`src/rtl/char_plane_scroll.sv`:
```
// Character plane with a registered read port, a random-access write port, a cursor-driven put port,
// hardware row-offset scroll and a clear sequencer. Optional macro: CHAR_PLANE_NEWLINE_EN (LF/CR handling on put).
module char_plane_scroll #(
    parameter int                 ROWS       = 16,
    parameter int                 COLS       = 32,
    parameter int                 ROW_W      = 4,
    parameter int                 COL_W      = 5,
    parameter int                 CHAR_W     = 8,
    parameter logic [CHAR_W-1:0]  BLANK_CHAR = 8'h20
) (
    input  logic              clk,
    input  logic              rst_n,
    input  logic [ROW_W-1:0]  rd_row,
    input  logic [COL_W-1:0]  rd_col,
    output logic [CHAR_W-1:0] rd_char,
    input  logic              wr_en,
    input  logic [ROW_W-1:0]  wr_row,
    input  logic [COL_W-1:0]  wr_col,
    input  logic [CHAR_W-1:0] wr_char,
    input  logic              put_en,
    input  logic [CHAR_W-1:0] put_char,
    input  logic              clear_req,
    output logic              busy,
    output logic [ROW_W-1:0]  cursor_row,
    output logic [COL_W-1:0]  cursor_col
);

    typedef enum logic [1:0] {S_CLEAR, S_IDLE, S_SCROLL} state_t;

    state_t state_q, state_d;

    logic [CHAR_W-1:0] mem_q [ROWS][COLS];

    logic [CHAR_W-1:0] rd_char_q, rd_char_d;
    logic [ROW_W-1:0]  cur_row_q, cur_row_d;
    logic [COL_W-1:0]  cur_col_q, cur_col_d;
    logic [ROW_W-1:0]  offset_q, offset_d;
    logic [ROW_W-1:0]  seq_row_q, seq_row_d;
    logic [COL_W-1:0]  seq_col_q, seq_col_d;

    logic              mem_we;
    logic [ROW_W-1:0]  mem_row;
    logic [COL_W-1:0]  mem_col;
    logic [CHAR_W-1:0] mem_wdata;

    logic seq_last_row, seq_last_col, cur_last_row, cur_last_col;
    logic put_nl, put_cr, put_wraps, put_scroll, wr_ok, rd_ok;

    // Logical-to-physical row: ROWS need not be a power of two, so wrap by compare-and-subtract.
    function automatic logic [ROW_W-1:0] map_row(input logic [ROW_W-1:0] lrow,
                                                 input logic [ROW_W-1:0] off);
        logic [ROW_W:0] sum;
        sum = {1'b0, lrow} + {1'b0, off};
        if (sum >= (ROW_W+1)'(ROWS))
            sum = sum - (ROW_W+1)'(ROWS);
        return sum[ROW_W-1:0];
    endfunction

    assign seq_last_row = (seq_row_q == ROW_W'(ROWS-1));
    assign seq_last_col = (seq_col_q == COL_W'(COLS-1));
    assign cur_last_row = (cur_row_q == ROW_W'(ROWS-1));
    assign cur_last_col = (cur_col_q == COL_W'(COLS-1));

`ifdef CHAR_PLANE_NEWLINE_EN
    assign put_nl = (put_char == CHAR_W'(8'h0A));
    assign put_cr = (put_char == CHAR_W'(8'h0D));
`else
    assign put_nl = 1'b0;
    assign put_cr = 1'b0;
`endif

    // A put leaves the current line either by running off its end or by a newline.
    assign put_wraps  = put_nl || (cur_last_col && !put_cr);
    assign put_scroll = put_wraps && cur_last_row;

    assign wr_ok = ({1'b0, wr_row} < (ROW_W+1)'(ROWS)) && ({1'b0, wr_col} < (COL_W+1)'(COLS));
    assign rd_ok = ({1'b0, rd_row} < (ROW_W+1)'(ROWS)) && ({1'b0, rd_col} < (COL_W+1)'(COLS));

    always_ff @(posedge clk or negedge rst_n) begin
        if (!rst_n) state_q <= S_CLEAR;
        else        state_q <= state_d;
    end

    always_comb begin
        state_d = state_q;
        case (state_q)
            S_CLEAR:  if (seq_last_row && seq_last_col) state_d = S_IDLE;
            S_IDLE: begin
                if (clear_req)                         state_d = S_CLEAR;
                else if (!wr_en && put_en && put_scroll) state_d = S_SCROLL;
            end
            S_SCROLL: if (seq_last_col) state_d = S_IDLE;
            default:  state_d = S_CLEAR;
        endcase
    end

    always_comb begin
        busy      = (state_q != S_IDLE);
        mem_we    = 1'b0;
        mem_row   = seq_row_q;
        mem_col   = seq_col_q;
        mem_wdata = BLANK_CHAR;
        cur_row_d = cur_row_q;
        cur_col_d = cur_col_q;
        offset_d  = offset_q;
        seq_row_d = seq_row_q;
        seq_col_d = seq_col_q;
        case (state_q)
            S_CLEAR: begin
                mem_we = 1'b1;
                if (seq_last_col) begin
                    seq_col_d = '0;
                    seq_row_d = seq_row_q + 1'b1;
                    if (seq_last_row) begin
                        seq_row_d = '0;
                        offset_d  = '0;
                        cur_row_d = '0;
                        cur_col_d = '0;
                    end
                end else begin
                    seq_col_d = seq_col_q + 1'b1;
                end
            end
            S_SCROLL: begin
                mem_we    = 1'b1;
                seq_col_d = seq_col_q + 1'b1;
            end
            S_IDLE: begin
                if (clear_req) begin
                    seq_row_d = '0;
                    seq_col_d = '0;
                end else if (wr_en) begin
                    mem_we    = wr_ok;
                    mem_row   = map_row(wr_row, offset_q);
                    mem_col   = wr_col;
                    mem_wdata = wr_char;
                end else if (put_en) begin
                    mem_we    = !(put_nl || put_cr);
                    mem_row   = map_row(cur_row_q, offset_q);
                    mem_col   = cur_col_q;
                    mem_wdata = put_char;
                    if (put_wraps || put_cr) cur_col_d = '0;
                    else                     cur_col_d = cur_col_q + 1'b1;
                    if (put_wraps && !cur_last_row) cur_row_d = cur_row_q + 1'b1;
                    if (put_scroll) begin
                        // The old top physical row becomes the new bottom row and is blanked.
                        offset_d  = (offset_q == ROW_W'(ROWS-1)) ? '0 : offset_q + 1'b1;
                        seq_row_d = offset_q;
                        seq_col_d = '0;
                    end
                end
            end
            default: ;
        endcase
    end

    always_ff @(posedge clk or negedge rst_n) begin
        if (!rst_n) begin
            cur_row_q <= '0;
            cur_col_q <= '0;
            offset_q  <= '0;
            seq_row_q <= '0;
            seq_col_q <= '0;
            rd_char_q <= '0;
        end else begin
            cur_row_q <= cur_row_d;
            cur_col_q <= cur_col_d;
            offset_q  <= offset_d;
            seq_row_q <= seq_row_d;
            seq_col_q <= seq_col_d;
            rd_char_q <= rd_char_d;
        end
    end

    // Read uses the pre-edge array contents, so a same-cycle write returns old data.
    always_comb begin
        rd_char_d = BLANK_CHAR;
        if (rd_ok) rd_char_d = mem_q[map_row(rd_row, offset_q)][rd_col];
    end

    always_ff @(posedge clk) begin
        if (mem_we) mem_q[mem_row][mem_col] <= mem_wdata;
    end

    assign rd_char    = rd_char_q;
    assign cursor_row = cur_row_q;
    assign cursor_col = cur_col_q;

endmodule

```
`config.mk`:
```
export PLATFORM = sky130hd
export DESIGN_NAME = char_plane_scroll
export DESIGN_NICKNAME = d
export VERILOG_FILES = /design/src/rtl/char_plane_scroll.sv
export SDC_FILE = /design/constraint.sdc
export NUM_CORES = 2
export LEC_CHECK = 0
export CORE_UTILIZATION = 49
export DETAILED_ROUTE_END_ITERATION = 10
export SLEW_MARGIN = 20
export SYNTH_ARGS = -nofsm -noshare
export SYNTH_HDL_FRONTEND = slang
export SYNTH_SLANG_ARGS = --single-unit
```
`constraint.sdc`:
```
create_clock -name clk -period 19.5 [get_ports clk]
set_clock_uncertainty 0.2 [all_clocks]
set_input_delay 2.925 -clock clk [delete_from_list [all_inputs] [get_ports clk]]
set_output_delay 2.925 -clock clk [all_outputs]
set_load 0.005 [all_outputs]
```
==> impl_metrics.yaml <==
worst_setup_path:
  cpMostUsedCell: "buf_12"
  worstSetupEndpointType: "flip-flop"
  crit_end: "rd_char[3]"
  worstSetupPathType: "in2reg"
  cp_num_cells: 13
  critPathLaunchType: "primary input"
  slowest_delay_ns: 1.35
  r2r_slack_ns: 11.68
  path_max_fanout: 133
  cpLargestDelayFamily: "buffers and inverters"
  crit_start: "rd_row[0]"
  path_buf_inv: 4
  crit_required_ns: 20.19
  crit_chain: "clkdlybuf4s50_1, ha_4, fa_4, buf_12, buf_12, buf_4, mux4_2, nand3_1, a31oi_1, nor4bb_1, a21oi_1, nand4_1, and4_1"
  rr_startpoint: "offset_q[0]"
  worst_ep_arrival_time_ns: 10.37
  timing.rr.end: "rd_char[3]"
  critPathSlowestCell: "fa_4"
  reg2reg_depth: 12
die:
  die_h_um: 576.1
  io_pins: 57
  die-area_sq_mm: 0.3319
  die_x_um: 576.1
  initial_core_util: 0.4929
  core.rowCount: 210
  core_sq_mm: 0.3277
yosys:
  syn_nets: 7911
  synth_largest_area_cell: "edfxtp_1"
  yosysTopAreaCellShare: 0.7615
  synth_area_per_cell_sq_um: 20.58
  ys_ff_latch: 4128
  synth_cell_types: 63
  synth.area.top_cells: "edfxtp_1 76%, mux4_2 14%, nor2_1 1.3%, nand2_1 1.1%, mux2i_1 1.0%"
  synthFlopType: "edfxtp_1"
  synth-async-reset-ratio: 0.007752
  netlist_area_sq_mm: 0.1615
  synth_edf_count: 4096
  ys_seq_area_frac: 0.7665
  synth_cells: 7849
  ys_warn_count: 0
global_routing:
  track_usage: 0.2467
  grt_max_degree: 205
  grt_overflow: 0
  grt_pass1_vias: 80290
  grt_pass1_wl_um: 587600
  grt_antenna_before_repair: 22
power_and_ir_drop:
  pwr-share-clk: 0.402
  power.density_mw_per_mm2: 109.6
  pwr-share-seq: 0.507
  p_comb_frac: 0.091
  p_sw_frac: 0.2419
  p_switching_w: 0.004776
  leakage_nw: 56.50
  p_int_w: 0.01497
  ir_drop_mv: 0.09872
timing:
  fin_crit_sh: 0.4965
  finalSetupViolCount: 0
  max_freq_mhz: 103.3
  timing.setup.tns_ns: 0
  period_needed_ns: 9.683
  tightestPinTransition_ns: 1.232
  slew_violations: 0
  hold_ws_ns: 0.3720
  rsz0062_at_grt: "no"
  layout_setup_ws_ns: 9.817
  hold_viol: 0
  slew_headroom: 0.1788
cells_and_area:
  area_growth_syn_to_layout_pct: 11.49
  layout-drive-gt1-share: 0.2194
  fillCellCount: 24500
  final_nets: 8029
clocking:
  clock_latency_ns: 0.94
  cts_setup_buffers: 0
  cts_resized: 0
  clkTransAtPathRegs_ns: 0.06
  cts.root.buffer_cell: "clkbuf_16"
  cts_buffers: 418
  holdBufCountCts: 0
  cts_tree: "built"
  clockBufferDepth: 4
  clkSinkCount: 4128
  htreeDepth: 5
route:
  drt_first_pass_iters: 6
  routed-wl-met2_um: 194400
  postRouteAntennaNets: 0
  wirelength_met1_um: 168800
  drcViolationCount: 0
  wl_met3_um: 37500
  wirelength_um: 410000
  routed.top_layer: "met5"
  routedWlPerCell_um: 32.34
  via_count: 79480
  via_per_inst: 6.270
  drt-initial-drc-count: 9349
placed_design:
  io_buffers: 56
  dp_hpwl_um: 232300
  place_ws_ns: 8.938
  place_congestion: 0.7939
flow_run:
  max_cap_violations: 0
status:
  status: "finished clean"
min_path:
  min_path_type: "reg2reg"
[cell usage in the layout (no fill, tap or decap), types with 30 or more instances in the layout]
master / synthesis / layout
a221oi_1: 40 / 40
a32oi_1: 30 / 30
clkinv_1: 1 / 96
nor2_1: 546 / 534
a31oi_1: 121 / 121
nand2_1: 492 / 482
clkbuf_1: 230 / 93
edfxtp_1: 4096 / 4096
o21ai_0: 91 / 91
dfrtp_1: 32 / 32
a211oi_1: 72 / 72
nand4_1: 59 / 59
and3_1: 89 / 87
clkdlybuf4s50_1: 0 / 55
clkbuf_16: 0 / 424
clkinv_2: 0 / 77
mux4_2: 1022 / 1022
nand3_1: 242 / 242
bufinv_16: 0 / 42
mux2i_1: 166 / 166
buf_4: 98 / 129
a22oi_1: 43 / 43
[metal layers]
layer	track usage	vias up
met5	0	-
met4	0.05713	2
met3	0.04633	555
met2	0.3845	3618
met1	0.3649	42630
li1	-	32680
[through the flow]
stage | util | instances | power, W | cell area [sq um]
2_1_floorplan | - | 7849 | 0.01122 | 161500
3_3_place_gp | 0.5076 | 11890 | 0.01194 | 166300
3_5_place_dp | 0.5077 | 11890 | 0.01198 | 166300
4_1_cts | 0.5488 | 12660 | 0.01982 | 179800
5_1_grt | 0.5495 | 12670 | 0.02022 | 180100
6_report | 0.5496 | 12680 | 0.01974 | 180100
[worst min-delay path by stage]
stage,endpoint,start,cells after the start,slack [ns]
finish,state_q[0],state_q[0],2,0.37
global route,state_q[0],state_q[0],2,0.39
CTS,cursor_col[3],cursor_col[3],1,0.37
detailed placement,state_q[0],state_q[0],2,0.35
global placement,state_q[0],state_q[0],2,0.33
floorplan,seq_col_q[4],seq_col_q[4],2,0.29
[Yosys cell counts, types with 14 or more instances]
cell type,instances
edfxtp_1,4096
mux4_2,1022
nor2_1,546
nand2_1,492
nand3_1,242
clkbuf_1,230
mux2i_1,166
a31oi_1,121
buf_4,98
o21ai_0,91
buf_2,90
and3_1,89
a211oi_1,72
nand4_1,59
buf_1,53
a22oi_1,43
a221oi_1,40
buf_6,36
dfrtp_1,32
a32oi_1,30
nand2b_1,21
ha_1,20
a21oi_1,18
a21boi_1,14
[power by group through the flow]
stage / combinational (W) / clock [W] / sequential, W
2_1_floorplan: 0.000884 / 0 / 0.0103
3_3_place_gp: 0.00176 / 0 / 0.0102
3_5_place_dp: 0.00179 / 0 / 0.0102
4_1_cts: 0.00179 / 0.00803 / 0.0100
5_1_grt: 0.00186 / 0.00835 / 0.0100
6_report: 0.00179 / 0.00795 / 0.0100
[sequential cells by signal, summed over array words and instances (netlist names)]
| register | count |
|---|---|
| cursor_row | 4 |
| cursor_col | 5 |
| rd_char | 8 |
| seq_col_q | 5 |
| offset_q | 4 |
| mem_q | 4096 |
| seq_row_q | 4 |
| state_q | 2 |
[worst register-to-register path: cells and delay by family (launching register included)]
kind / cells / cell delay [ns]
fa+ha+maj: 2 / 1.59
buf+inv: 3 / 2.55
flops: 1 / 0.53
mux: 1 / 0.43
simple gates: 4 / 1.96
compound gates: 2 / 0.50
[final cells by class]
cell class / instances / area (sq um) / share of cell area
Timing Repair Buffer: 208 / 2036 / 0.01130
Multi-Input combinational cell: 3202 / 35270 / 0.1958
Tap cell: 4346 / 5438 / 0.03020
Clock buffer: 524 / 11060 / 0.06139
Inverter: 9 / 33.78 / 0.0001876
Sequential cell: 4128 / 123800 / 0.6875
Antenna cell: 12 / 30.03 / 0.0001668
Clock inverter: 248 / 2421 / 0.01344
[kinds of logic after synthesis]
| logic type | share of synthesized area |
|---|---|
| adder cells (fa/ha/maj) | 0.001921 |
| multiplexers | 0.1533 |
| buffers and inverters | 0.01701 |
| XOR/XNOR | 0.0005887 |
| AO/OA/AOI/OAI | 0.01974 |
| flip-flops | 0.7665 |
| AND/OR/NAND/NOR | 0.04100 |
No activity file was read; power rests on OpenSTA's default activity.
